## src/rtl/sram_arb_pkg.sv

```systemverilog
// Shared types and constants for the two-port SRAM scheduler.
package sram_arb_pkg;

  typedef enum logic {
    IDLE  = 1'b0,
    ISSUE = 1'b1
  } state_e;

  localparam int NUM_PORTS = 2;
  localparam int LOCK_CW   = 8;

endpackage

```

## src/rtl/sram_port_arbiter_rr_arb2.sv

```systemverilog
// Combinational 2-way round-robin pick: prio wins a tie, a lone request always wins.
module rr_arb2
  import sram_arb_pkg::*;
(
  input  logic [NUM_PORTS-1:0] req_i,
  input  logic                 prio_i,
  output logic                 win_o,
  output logic                 vld_o
);

  always_comb begin
    vld_o = |req_i;
    win_o = req_i[1];
    if (&req_i) win_o = prio_i;
  end

endmodule

```

## src/rtl/sram_port_arbiter.sv

```systemverilog
// Round-robin scheduler of two requesters onto one SRAM: gnt 1 cycle after req, read data 2 cycles after, one access per 2 cycles.
// Requesters hold req until gnt. Bounded grant locking is compiled in with SRAM_ARB_LOCK_EN.
module sram_port_arbiter
  import sram_arb_pkg::*;
#(
  parameter  int SIZE     = 256,
  parameter  int MAX_LOCK = 8,
  localparam int AW       = $clog2(SIZE)
) (
  input  logic          HCLK,
  input  logic          HRESETn,
  input  logic          m0_req,
  input  logic          m0_we,
  input  logic [AW-1:0] m0_addr,
  input  logic [31:0]   m0_wdata,
  input  logic          m0_lock,
  input  logic          m1_req,
  input  logic          m1_we,
  input  logic [AW-1:0] m1_addr,
  input  logic [31:0]   m1_wdata,
  input  logic          m1_lock,
  output logic          m0_gnt,
  output logic          m0_rvalid,
  output logic [31:0]   m0_rdata,
  output logic          m1_gnt,
  output logic          m1_rvalid,
  output logic [31:0]   m1_rdata,
  output logic          sram_we,
  output logic [AW-1:0] sram_addr,
  output logic [31:0]   sram_wdata,
  input  logic [31:0]   sram_rdata
);

  state_e                 state_q, state_d;
  logic                   prio_q, prio_d;
  logic [NUM_PORTS-1:0]   gnt_q, gnt_d;
  logic [NUM_PORTS-1:0]   rvalid_q, rvalid_d;
  logic                   sram_we_q, sram_we_d;
  logic [AW-1:0]          sram_addr_q, sram_addr_d;
  logic [31:0]            sram_wdata_q, sram_wdata_d;

  logic [NUM_PORTS-1:0]   req;
  logic                   arb_prio, arb_win, arb_vld;
  logic                   win_we;
  logic [AW-1:0]          win_addr;
  logic [31:0]            win_wdata;

  assign req       = {m1_req, m0_req};
  assign win_we    = arb_win ? m1_we    : m0_we;
  assign win_addr  = arb_win ? m1_addr  : m0_addr;
  assign win_wdata = arb_win ? m1_wdata : m0_wdata;

  rr_arb2 u_rr_arb2 (
    .req_i  (req),
    .prio_i (arb_prio),
    .win_o  (arb_win),
    .vld_o  (arb_vld)
  );

`ifdef SRAM_ARB_LOCK_EN
  logic               lock_vld_q, lock_vld_d;
  logic               lock_port_q, lock_port_d;
  logic [LOCK_CW-1:0] lock_cnt_q, lock_cnt_d, lock_cnt_inc;
  logic               lock_hold, win_lock;

  // A held lock steers the tie-break; a lone request from the other port releases it.
  assign lock_hold    = lock_vld_q && req[lock_port_q];
  assign arb_prio     = lock_hold ? lock_port_q : prio_q;
  assign win_lock     = arb_win ? m1_lock : m0_lock;
  assign lock_cnt_inc = lock_hold ? lock_cnt_q + LOCK_CW'(1) : LOCK_CW'(1);

  always_comb begin
    lock_vld_d  = lock_vld_q;
    lock_port_d = lock_port_q;
    lock_cnt_d  = lock_cnt_q;
    if (state_q == IDLE) begin
      lock_vld_d  = arb_vld && win_lock && (lock_cnt_inc < LOCK_CW'(MAX_LOCK));
      lock_port_d = arb_win;
      lock_cnt_d  = lock_vld_d ? lock_cnt_inc : '0;
    end
  end

  always_ff @(posedge HCLK or negedge HRESETn) begin
    if (!HRESETn) begin
      lock_vld_q  <= 1'b0;
      lock_port_q <= 1'b0;
      lock_cnt_q  <= '0;
    end else begin
      lock_vld_q  <= lock_vld_d;
      lock_port_q <= lock_port_d;
      lock_cnt_q  <= lock_cnt_d;
    end
  end
`else
  logic unused_lock;

  assign arb_prio    = prio_q;
  assign unused_lock = ^{m0_lock, m1_lock, MAX_LOCK[0]};
`endif

  always_comb begin
    state_d      = state_q;
    prio_d       = prio_q;
    gnt_d        = '0;
    rvalid_d     = '0;
    sram_we_d    = 1'b0;
    sram_addr_d  = sram_addr_q;
    sram_wdata_d = sram_wdata_q;
    case (state_q)
      IDLE: begin
        if (arb_vld) begin
          state_d      = ISSUE;
          gnt_d        = arb_win ? 2'b10 : 2'b01;
          prio_d       = ~arb_win;
          sram_we_d    = win_we;
          sram_addr_d  = win_addr;
          sram_wdata_d = win_wdata;
        end
      end
      ISSUE: begin
        // Requests are ignored here; the SRAM samples the command at this edge.
        state_d  = IDLE;
        rvalid_d = gnt_q & {NUM_PORTS{~sram_we_q}};
      end
      default: state_d = IDLE;
    endcase
  end

  always_ff @(posedge HCLK or negedge HRESETn) begin
    if (!HRESETn) begin
      state_q      <= IDLE;
      prio_q       <= 1'b0;
      gnt_q        <= '0;
      rvalid_q     <= '0;
      sram_we_q    <= 1'b0;
      sram_addr_q  <= '0;
      sram_wdata_q <= '0;
    end else begin
      state_q      <= state_d;
      prio_q       <= prio_d;
      gnt_q        <= gnt_d;
      rvalid_q     <= rvalid_d;
      sram_we_q    <= sram_we_d;
      sram_addr_q  <= sram_addr_d;
      sram_wdata_q <= sram_wdata_d;
    end
  end

  assign m0_gnt     = gnt_q[0];
  assign m1_gnt     = gnt_q[1];
  assign m0_rvalid  = rvalid_q[0];
  assign m1_rvalid  = rvalid_q[1];
  assign m0_rdata   = rvalid_q[0] ? sram_rdata : '0;
  assign m1_rdata   = rvalid_q[1] ? sram_rdata : '0;
  assign sram_we    = sram_we_q;
  assign sram_addr  = sram_addr_q;
  assign sram_wdata = sram_wdata_q;

endmodule

```

## config.mk

```make
export PLATFORM = sky130hd
export DESIGN_NAME = sram_port_arbiter
export DESIGN_NICKNAME = d
export VERILOG_FILES = /design/src/rtl/sram_arb_pkg.sv /design/src/rtl/sram_port_arbiter_rr_arb2.sv /design/src/rtl/sram_port_arbiter.sv
export SDC_FILE = /design/constraint.sdc
export NUM_CORES = 1
export LEC_CHECK = 0
export CORE_MARGIN = 5
export CORE_UTILIZATION = 32
export CTS_CLUSTER_DIAMETER = 60
export DETAILED_ROUTE_END_ITERATION = 7
export PLACE_DENSITY = 0.81
export REMOVE_ABC_BUFFERS = 1
export SLEW_MARGIN = 20
export SYNTH_ARGS = -nofsm -noshare
export SYNTH_HDL_FRONTEND = slang
export SYNTH_SLANG_ARGS = --single-unit
```

## constraint.sdc

```tcl
create_clock -name HCLK -period 1.46 [get_ports HCLK]
set_clock_uncertainty 0.2 [all_clocks]
set_input_delay 0.219 -clock HCLK [delete_from_list [all_inputs] [get_ports HCLK]]
set_output_delay 0.219 -clock HCLK [all_outputs]
set_load 0.02 [all_outputs]
```

# Word level (Yosys, flattened, before mapping)

Index checks and enable logic that the tools add are counted.
W data, S select, Z words.

Muxes and demuxes: 14
Reductions and logical operators: 3
Bitwise operators: 4

Operators by type and width:

| cell              | number |
|---|---|
| $mux W32          | 3 |
| $mux W2           | 4 |
| $mux W8           | 1 |
| $mux W1           | 5 |
| $reduce_and A2 Y1 | 2 |
| $not A1 Y1        | 3 |
| $and A2 B2 Y2     | 1 |
| $pmux W1 S2       | 1 |
| $reduce_or A2 Y1  | 1 |

Logic and storage cells: 28
Register bits after elaboration: 47
Bits of input ports: 120

# Logic depth before layout (Yosys ltp)

Gate-level depths: netlist of run 1.

Word-level depth: 5
Gate-level depth with buffers: 6

# Hierarchy

Synthesis of run 1 repeated with hierarchy kept, for this count alone.

Cell total of the unflattened synthesis: 218
Area total of the unflattened synthesis: 2977.9 µm²

Modules (own cells, without submodules):

| module            | instances | area an instance (µm²) | cells an instance | sequential area each (µm²) |
|---|---|---|---|---|
| sram_port_arbiter | 1         | 2960.3                 | 215               | 1176.1 |
| rr_arb2           | 1         | 17.5                   | 3                 | 0.0 |

# Least setup slack after synthesis of run 1

Ideal clock, no wire load.

Path kind: reg-to-output
Start point: register rvalid_q[0]
End point: output port m0_rdata[10]
Stages on the path, launching flop included: 3
Required time: 1.041 ns
Setup slack: 0.084 ns
Arrival time: 0.957 ns
Cell sequence: dfrtp_1 -> clkbuf_1 -> and2_1

Longest elaborated chain between the ends: 1

Ends and longest elaborated chain:

| item                   | line                     | RTL |
|---|---|---|
| from (decl)            | sram_port_arbiter.sv:37  | `logic [NUM_PORTS-1:0] rvalid_q, rvalid_d;` |
| from (signal assigned) | sram_port_arbiter.sv:142 | `rvalid_q <= rvalid_d;` |
| $mux W32               | sram_port_arbiter.sv:153 | `assign m0_rdata = rvalid_q[0] ? sram_rdata : '0;` |
| to (decl)              | sram_port_arbiter.sv:24  | `output logic [31:0] m0_rdata,` |

Every way passes these cells.

# Worst setup path after layout of run 1

Start point: register rvalid_q[0]
End point: output port m0_rdata[18]

The elaborated chain is that of the path after synthesis.

==> impl_metrics.tcl, run 1 <==
set metrics [dict create \
    outcome "finished with violations" \
    cts_tree "yes" \
    cp.required_ps 1040 \
    power_density_mw_per_mm2 882 \
    grt_max_degree 48 \
    design_area_mm2 0.00555 \
    overflow 0 \
    ys_warn_count 0 \
    cts.sinks 47 \
    finalCritPeriodShare_pct 112 \
    setup_violations 71 \
    core_mm2 0.00813 \
    holdWs_ps 161 \
    finalWirelength_mm 13.1 \
    final_max_slew_viol_count 0 \
    wl_per_cell_um 20.1 \
    dr.first_iter.drc_count 91 \
    cp_max_fo 17 \
    synth_xor_area_share_pct 0 \
    hold_path_class "in2reg" \
    cts_root_buffer "clkbuf_8" \
    die_y_um 101 \
    syn-instance-count 317 \
    antenna_found_initial 1 \
    grtUsageMet2_pct 43.6 \
    post-route-drc-count 0 \
    drive_above_1_share_pct 33.0 \
    synth-seq-area-share_pct 44.6 \
    synth_area_per_cell_um2 8.31 \
    start_util_pct 32.4 \
    ys_ff_latch 47 \
    fmax_mhz 609 \
    cts_buffer_depth 2 \
    crit_buf_inv 2 \
    clk_latency_ps 290 \
    grt_use_total_pct 22.7 \
    synth_area_mm2 0.00264 \
    grt_pass1_vias 3346 \
    core.rowCount 33 \
    post-route-util_pct 68.3 \
    slew_headroom_pct 75.7 \
    drtPass1Iterations 4 \
    die_w_um 101 \
    cts_setup_buffers 0 \
    antenna_left 0 \
    path_class "reg2out" \
    use_met1_pct 23.4 \
    grt_pass1_wl_mm 17.9 \
    synth-adder-area-share_pct 0 \
    rsz0062_at_grt "true" \
    synth_top_family_by_area "compound AO/OA/AOI/OAI gates" \
    failed_checks "setup timing" \
    io-pin-count 229 \
    synth_mux_area_share_pct 0 \
    clk_pin_slew_ps 80 \
    htreeDepth 2 \
    path_cells "buf_12 -> and2_1 -> buf_2" \
    viasPerCell 5.28 \
    ys_types 19 \
    gp_congestion 0.958 \
    cp-start-kind "register" \
    fillerInstances 638 \
    slowest_delay_ps 460 \
    dieArea_mm2 0.0101 \
    max_slew.worst_pin.slew_ps 364 \
    cp_slowest_cell "dfrtp_2" \
    fin_nets 666 \
    grt.busiest_layer "met2" \
    post-route-min-period_ps 1640 \
    placement.cell_area_mm2 0.00509 \
    io_buffers 226 \
    crit_family "flip-flops" \
    crit_path_end_kind "output port" \
    dp_hpwl_mm 9.27 \
    peakVddDrop_mv 0.605 \
    cap_viol_max_count 0 \
    area.growth.synth_to_final_pct 111 \
    synthSimpleGateAreaFrac_pct 22.7 \
    setup_ws_ps -182 \
    vias 3440 \
    p_leak_uw 0.00241 \
    crit_arrival_ps 1220 \
    met3_usage_pct 5.67 \
    cts_buffers 5 \
    synth_compound_area_share_pct 26.0 \
    finalHoldViolations 0 \
]
layout make-up:
class	instances	area [µm²]	area share, %
clock buffer	6	82.6	1.49
antenna	1	2.50	0.0451
inverter	2	7.51	0.135
sequential	47	1180	21.2
tap	105	131	2.37
clock inverter	1	5.00	0.0901
timing repair buffer	254	2630	47.4
multi-input combinational	236	1510	27.3
per-layer routing:
layer  part of all wire (%)  vias to the layer above  routed length [µm]
met5                      0                        -                   0
met4                    3.5                        0                 464
met2                     55                      190                7160
met3                    8.3                       33                1090
li1                       -                     1557                   -
met1                     33                     1660                4360
cells by family after synthesis:
logic type | count (synthesis)
compound gates | 124
buf+inv | 34
flops | 47
simple gates | 112
path summary, 6_finish.rpt:
path	cells after the start	slack [ps]	to	from
max	3	-180	m0_rdata[18]	rvalid_q[0]
min	3	160	gnt_q[1]	m1_req
max reg2reg	4	-20	sram_wdata[15]	arb_prio
min reg2reg	1	300	gnt_q[1]	state_q
max in group asynchronous	3	540	rvalid_q[0]	HRESETn
min in group asynchronous	3	280	sram_wdata[20]	HRESETn
layout by cell type (no fill, tap or decap):
cell type	n
clkdlybuf4s50_1	114
buf_6	55
dfrtp_1	45
and2_4	44
nor2_1	42
a31oi_1	38
a21oi_1	34
dlygate4sd2_1	21
and2_1	20
clkdlybuf4s15_1	20
o21ai_0	17
buf_2	17
o21ai_2	15
buf_12	9
o21ai_1	8
a21oi_2	8
buf_4	8
clkbuf_8	6
clkbuf_16	5
clkbuf_2	3
and3b_1	2
a31oi_2	2
dfrtp_2	2
diode_2	1
nand2b_4	1
o21bai_4	1
inv_2	1
nand3_1	1
inv_1	1
and2b_4	1
nor3_1	1
o21ai_4	1
clkinv_2	1
dlygate4sd3_1	1
dlymetal6s2s_1	1
sequential cells by signal (all words and copies together), names as in the netlist:
signal	cells
sram_wdata	32
arb_prio	1
rvalid_q	2
sram_we	1
gnt_q	2
sram_addr	8
state_q	1
synthesized netlist by cell type:
library cell	instances	area, µm²
a21oi_1	42	210
o21ai_0	34	170
clkbuf_1	10	37.5
buf_4	8	60.1
o21ai_1	7	35.0
and2b_1	1	7.51
a31oi_1	40	250
and2_1	64	400
and3b_1	2	17.5
nand3_1	1	5.00
dfrtp_1	47	1180
inv_1	1	3.75
nand2b_1	1	6.26
o21bai_4	1	18.8
clkbuf_2	4	20.0
nor2_1	42	158
inv_2	1	3.75
nor3_1	1	5.00
buf_2	10	50.1
timing repair:
item | CTS | global route
pin swaps | 0 | 24
resized for setup | 332 | 196
hold buffers | 1 | 0
endpoints found under the hold margin | 47 | 0
endpoints found under the setup margin | 109 | 117
cloned | 1 | 9
worst reg2reg max path, delay by kind of cell, from the launching register on:
kind                   cells  cell delay (ps)
AO/OA/AOI/OAI              2              200
buffers and inverters      1              210
flip-flops                 1              400
AND/OR/NAND/NOR            1              390
report_power, final:
| group | internal (µW) | leakage (µW) | switching (µW) | total [µW] |
|---|---|---|---|---|
| sequential | 1560 | 0.000536 | 144 | 1710 |
| clock | 373 | 0.0000471 | 433 | 806 |
| combinational | 1150 | 0.00183 | 1240 | 2390 |
| total | 3080 | 0.00241 | 1810 | 4900 |
through the flow:
step	power [µW]	instances	worst slack [ps]	TNS [ps]
2_1_floorplan	2640	285	-258	-11070
3_3_place_gp	3960	633	-485	-33480
3_5_place_dp	4010	633	-499	-36100
4_1_cts	4590	642	-242	-10160
5_1_grt	5130	652	-235	-13290
6_report	4900	652	-182	-9410
Note: power is estimated with default switching activity, not from simulation.
==> run 2, diff against run 1 <==
--- a/config.mk
+++ b/config.mk
@@ -8,6 +8,7 @@
 export CORE_MARGIN = 5
 export CORE_UTILIZATION = 32
 export CTS_CLUSTER_DIAMETER = 60
+export CTS_CLUSTER_SIZE = 30
 export DETAILED_ROUTE_END_ITERATION = 7
 export PLACE_DENSITY = 0.81
 export REMOVE_ABC_BUFFERS = 1
==> results of run 2 <==
No change in the layout: final DEF, timing and power equal those of run 1.
==> run 3, diff against run 2 <==
--- a/config.mk
+++ b/config.mk
@@ -12,6 +12,8 @@
 export DETAILED_ROUTE_END_ITERATION = 7
 export PLACE_DENSITY = 0.81
 export REMOVE_ABC_BUFFERS = 1
+export SKIP_CTS_REPAIR_TIMING = 1
+export SKIP_LAST_GASP = 1
 export SLEW_MARGIN = 20
 export SYNTH_ARGS = -nofsm -noshare
 export SYNTH_HDL_FRONTEND = slang
==> run 3 against run 2 <==
Flip-flop and latch count stayed put; utilization is 0.15 points higher; the run still ends with setup timing left; total power is 0.94% higher; highest routed layer unchanged; maximum frequency is 3.5% lower; combinational power is 3% higher; non-clock buffer count stayed put; sequential share of layout area hardly changed; final area is 0.23% higher; largest cell class unchanged; die area stayed put; register-to-register slack hardly changed.
==> impl_metrics.tcl, run 3 (synthesis gave the netlist of run 1 again) <==
set metrics [dict create \
    drtPass1Iterations 4 \
    combPwrFrac_pct 49.5 \
    fillerInstances 641 \
    cap_viol_max_count 0 \
    mostFrequentLayoutCell "clkdlybuf4s50_1" \
    outcome "finished with violations" \
    dieArea_mm2 0.0101 \
    finalCritPeriodShare_pct 117 \
    crit_arrival_ps 1280 \
    dp_hpwl_mm 9.27 \
    vias 3446 \
    start_util_pct 32.4 \
    max_slew.worst_pin.slew_ps 367 \
    layout_common_cells "clkdlybuf4s50_1 (114), dfrtp_1 (45), dlymetal6s2s_1 (45)" \
    seq_area_mm2 0.00118 \
    antenna_left 0 \
    io-pin-count 229 \
    cp.required_ps 1040 \
    place_ws_ps -499 \
    r2r-end "sram_wdata[3]" \
    core_mm2 0.00813 \
    grt_pass1_wl_mm 17.5 \
    p_leak_uw 0.00270 \
    antenna_found_initial 4 \
    fmax_mhz 588 \
    final_max_slew_viol_count 0 \
    rsz0062_at_grt "true" \
    gp_congestion 0.958 \
    min-delay-start "m1_req" \
    post-route-util_pct 68.4 \
    worstReg2RegStart "arb_prio" \
    peakVddDrop_mv 0.609 \
    cts_buffers 5 \
    io_buffers 226 \
    cp_slowest_cell "dfrtp_2" \
    multi_input_area_mm2 0.00145 \
    wl_per_cell_um 20.2 \
    crit_buf_inv 2 \
    clk_latency_ps 290 \
    slowest_delay_ps 470 \
    cts_buffer_depth 2 \
    dr.first_iter.drc_count 112 \
    cts.sinks 47 \
    clk_pin_slew_ps 80 \
    hold_path_class "in2reg" \
    post-route-drc-count 0 \
    whs_path_depth 3 \
    drive_above_1_share_pct 28.4 \
    htreeDepth 2 \
    p_switching_uw 1790 \
    cts_root_buffer "clkbuf_8" \
    die_w_um 101 \
    failed_checks "setup timing" \
    p_sw_share_pct 36.1 \
    overflow 0 \
    path_class "reg2out" \
    internal_power_uw 3160 \
    setup_ws_ps -242 \
    slew_headroom_pct 75.5 \
    die_y_um 101 \
    area.growth.synth_to_final_pct 111 \
    core.rowCount 33 \
    reg2regPathDepth 4 \
    cp_max_fo 17 \
    path_cells "buf_12 -> and2_1 -> dlymetal6s2s_1" \
    crit_family "flip-flops" \
    min_to "gnt_q[1]" \
    cts_tree "yes" \
    grt_use_total_pct 22.2 \
    setup_violations 80 \
    crit_path_end_kind "output port" \
    fin_nets 666 \
    power_density_mw_per_mm2 888 \
    finalWirelength_mm 13.2 \
    finalHoldViolations 0 \
    cp-start-kind "register" \
    clkPwrFrac_pct 16.1 \
    reg2reg_slack_ps -20 \
    pwr-share-seq_pct 34.4 \
    post-route-min-period_ps 1700 \
    largest_reg_flops 32 \
    viasPerCell 5.26 \
    grt_pass1_vias 3305 \
    grt_max_degree 48 \
]
[run 3: cell count changes in the layout (fill, tap and decap cells not counted), sizes merged]
cell	change
clkdlybuf4s15	-20
clkbuf	+7
diode	+3
dlygate4sd2	-21
buf	-10
dlymetal6s2s	+44
[run 3: how the worst max path moves through the flow]
stage / startpoint / endpoint / cells after the start
6_report: rvalid_q[0] / m0_rdata[14] / 3
3_5_place_dp: sram_rdata[13] / m1_rdata[13] / 3
4_1_cts: rvalid_q[1] / m1_rdata[24] / 3
2_1_floorplan: arb_prio / sram_addr[0] / 3
5_1_grt: rvalid_q[0] / m0_rdata[14] / 3
3_3_place_gp: sram_rdata[13] / m1_rdata[13] / 3
[run 3: cell type report]
class                      count  share of cell area [%]
antenna                        4                   0.180
clock buffer                   6                    1.48
clock inverter                 1                  0.0899
inverter                       2                   0.135
multi-input combinational    236                    26.0
sequential                    47                    21.2
tap                          105                    2.36
timing repair buffer         254                    48.6
[run 3: layer usage]
layer / vias to the layer above / part of all wire [%] / global-route usage (%)
li1: 1556 / - / -
met2: 210 / 54 / 42.0
met4: 0 / 4.1 / 9.84
met5: - / 0 / 0
met3: 34 / 9.4 / 5.81
met1: 1646 / 33 / 22.6
[run 3: power groups by stage]
stage / registers (µW) / clock network (µW) / logic (µW)
floorplan: 2050 / 0 / 584
global placement: 1720 / 0 / 2240
detailed placement: 1730 / 0 / 2280
CTS: 1710 / 818 / 2290
global route: 1740 / 855 / 2590
finish: 1700 / 796 / 2450
[run 3: through the flow]
stage	hold WS [ps]	power, µW	std cells	area (µm²)	TNS [ps]
6_report	166	4940	655	5570	-10750
5_1_grt	184	5180	655	5570	-14730
4_1_cts	-285	4810	640	5180	-47060
3_5_place_dp	43.9	4010	633	5090	-36100
3_3_place_gp	33.1	3960	633	5090	-33480
2_1_floorplan	-277	2640	285	2470	-11070
[run 3: worst register-to-register path: stages, from the launching register on]
cell and delay (ps):
dfrtp_1 400, and2b_4 390, buf_6 190, o21ai_0 90, a21oi_1 130
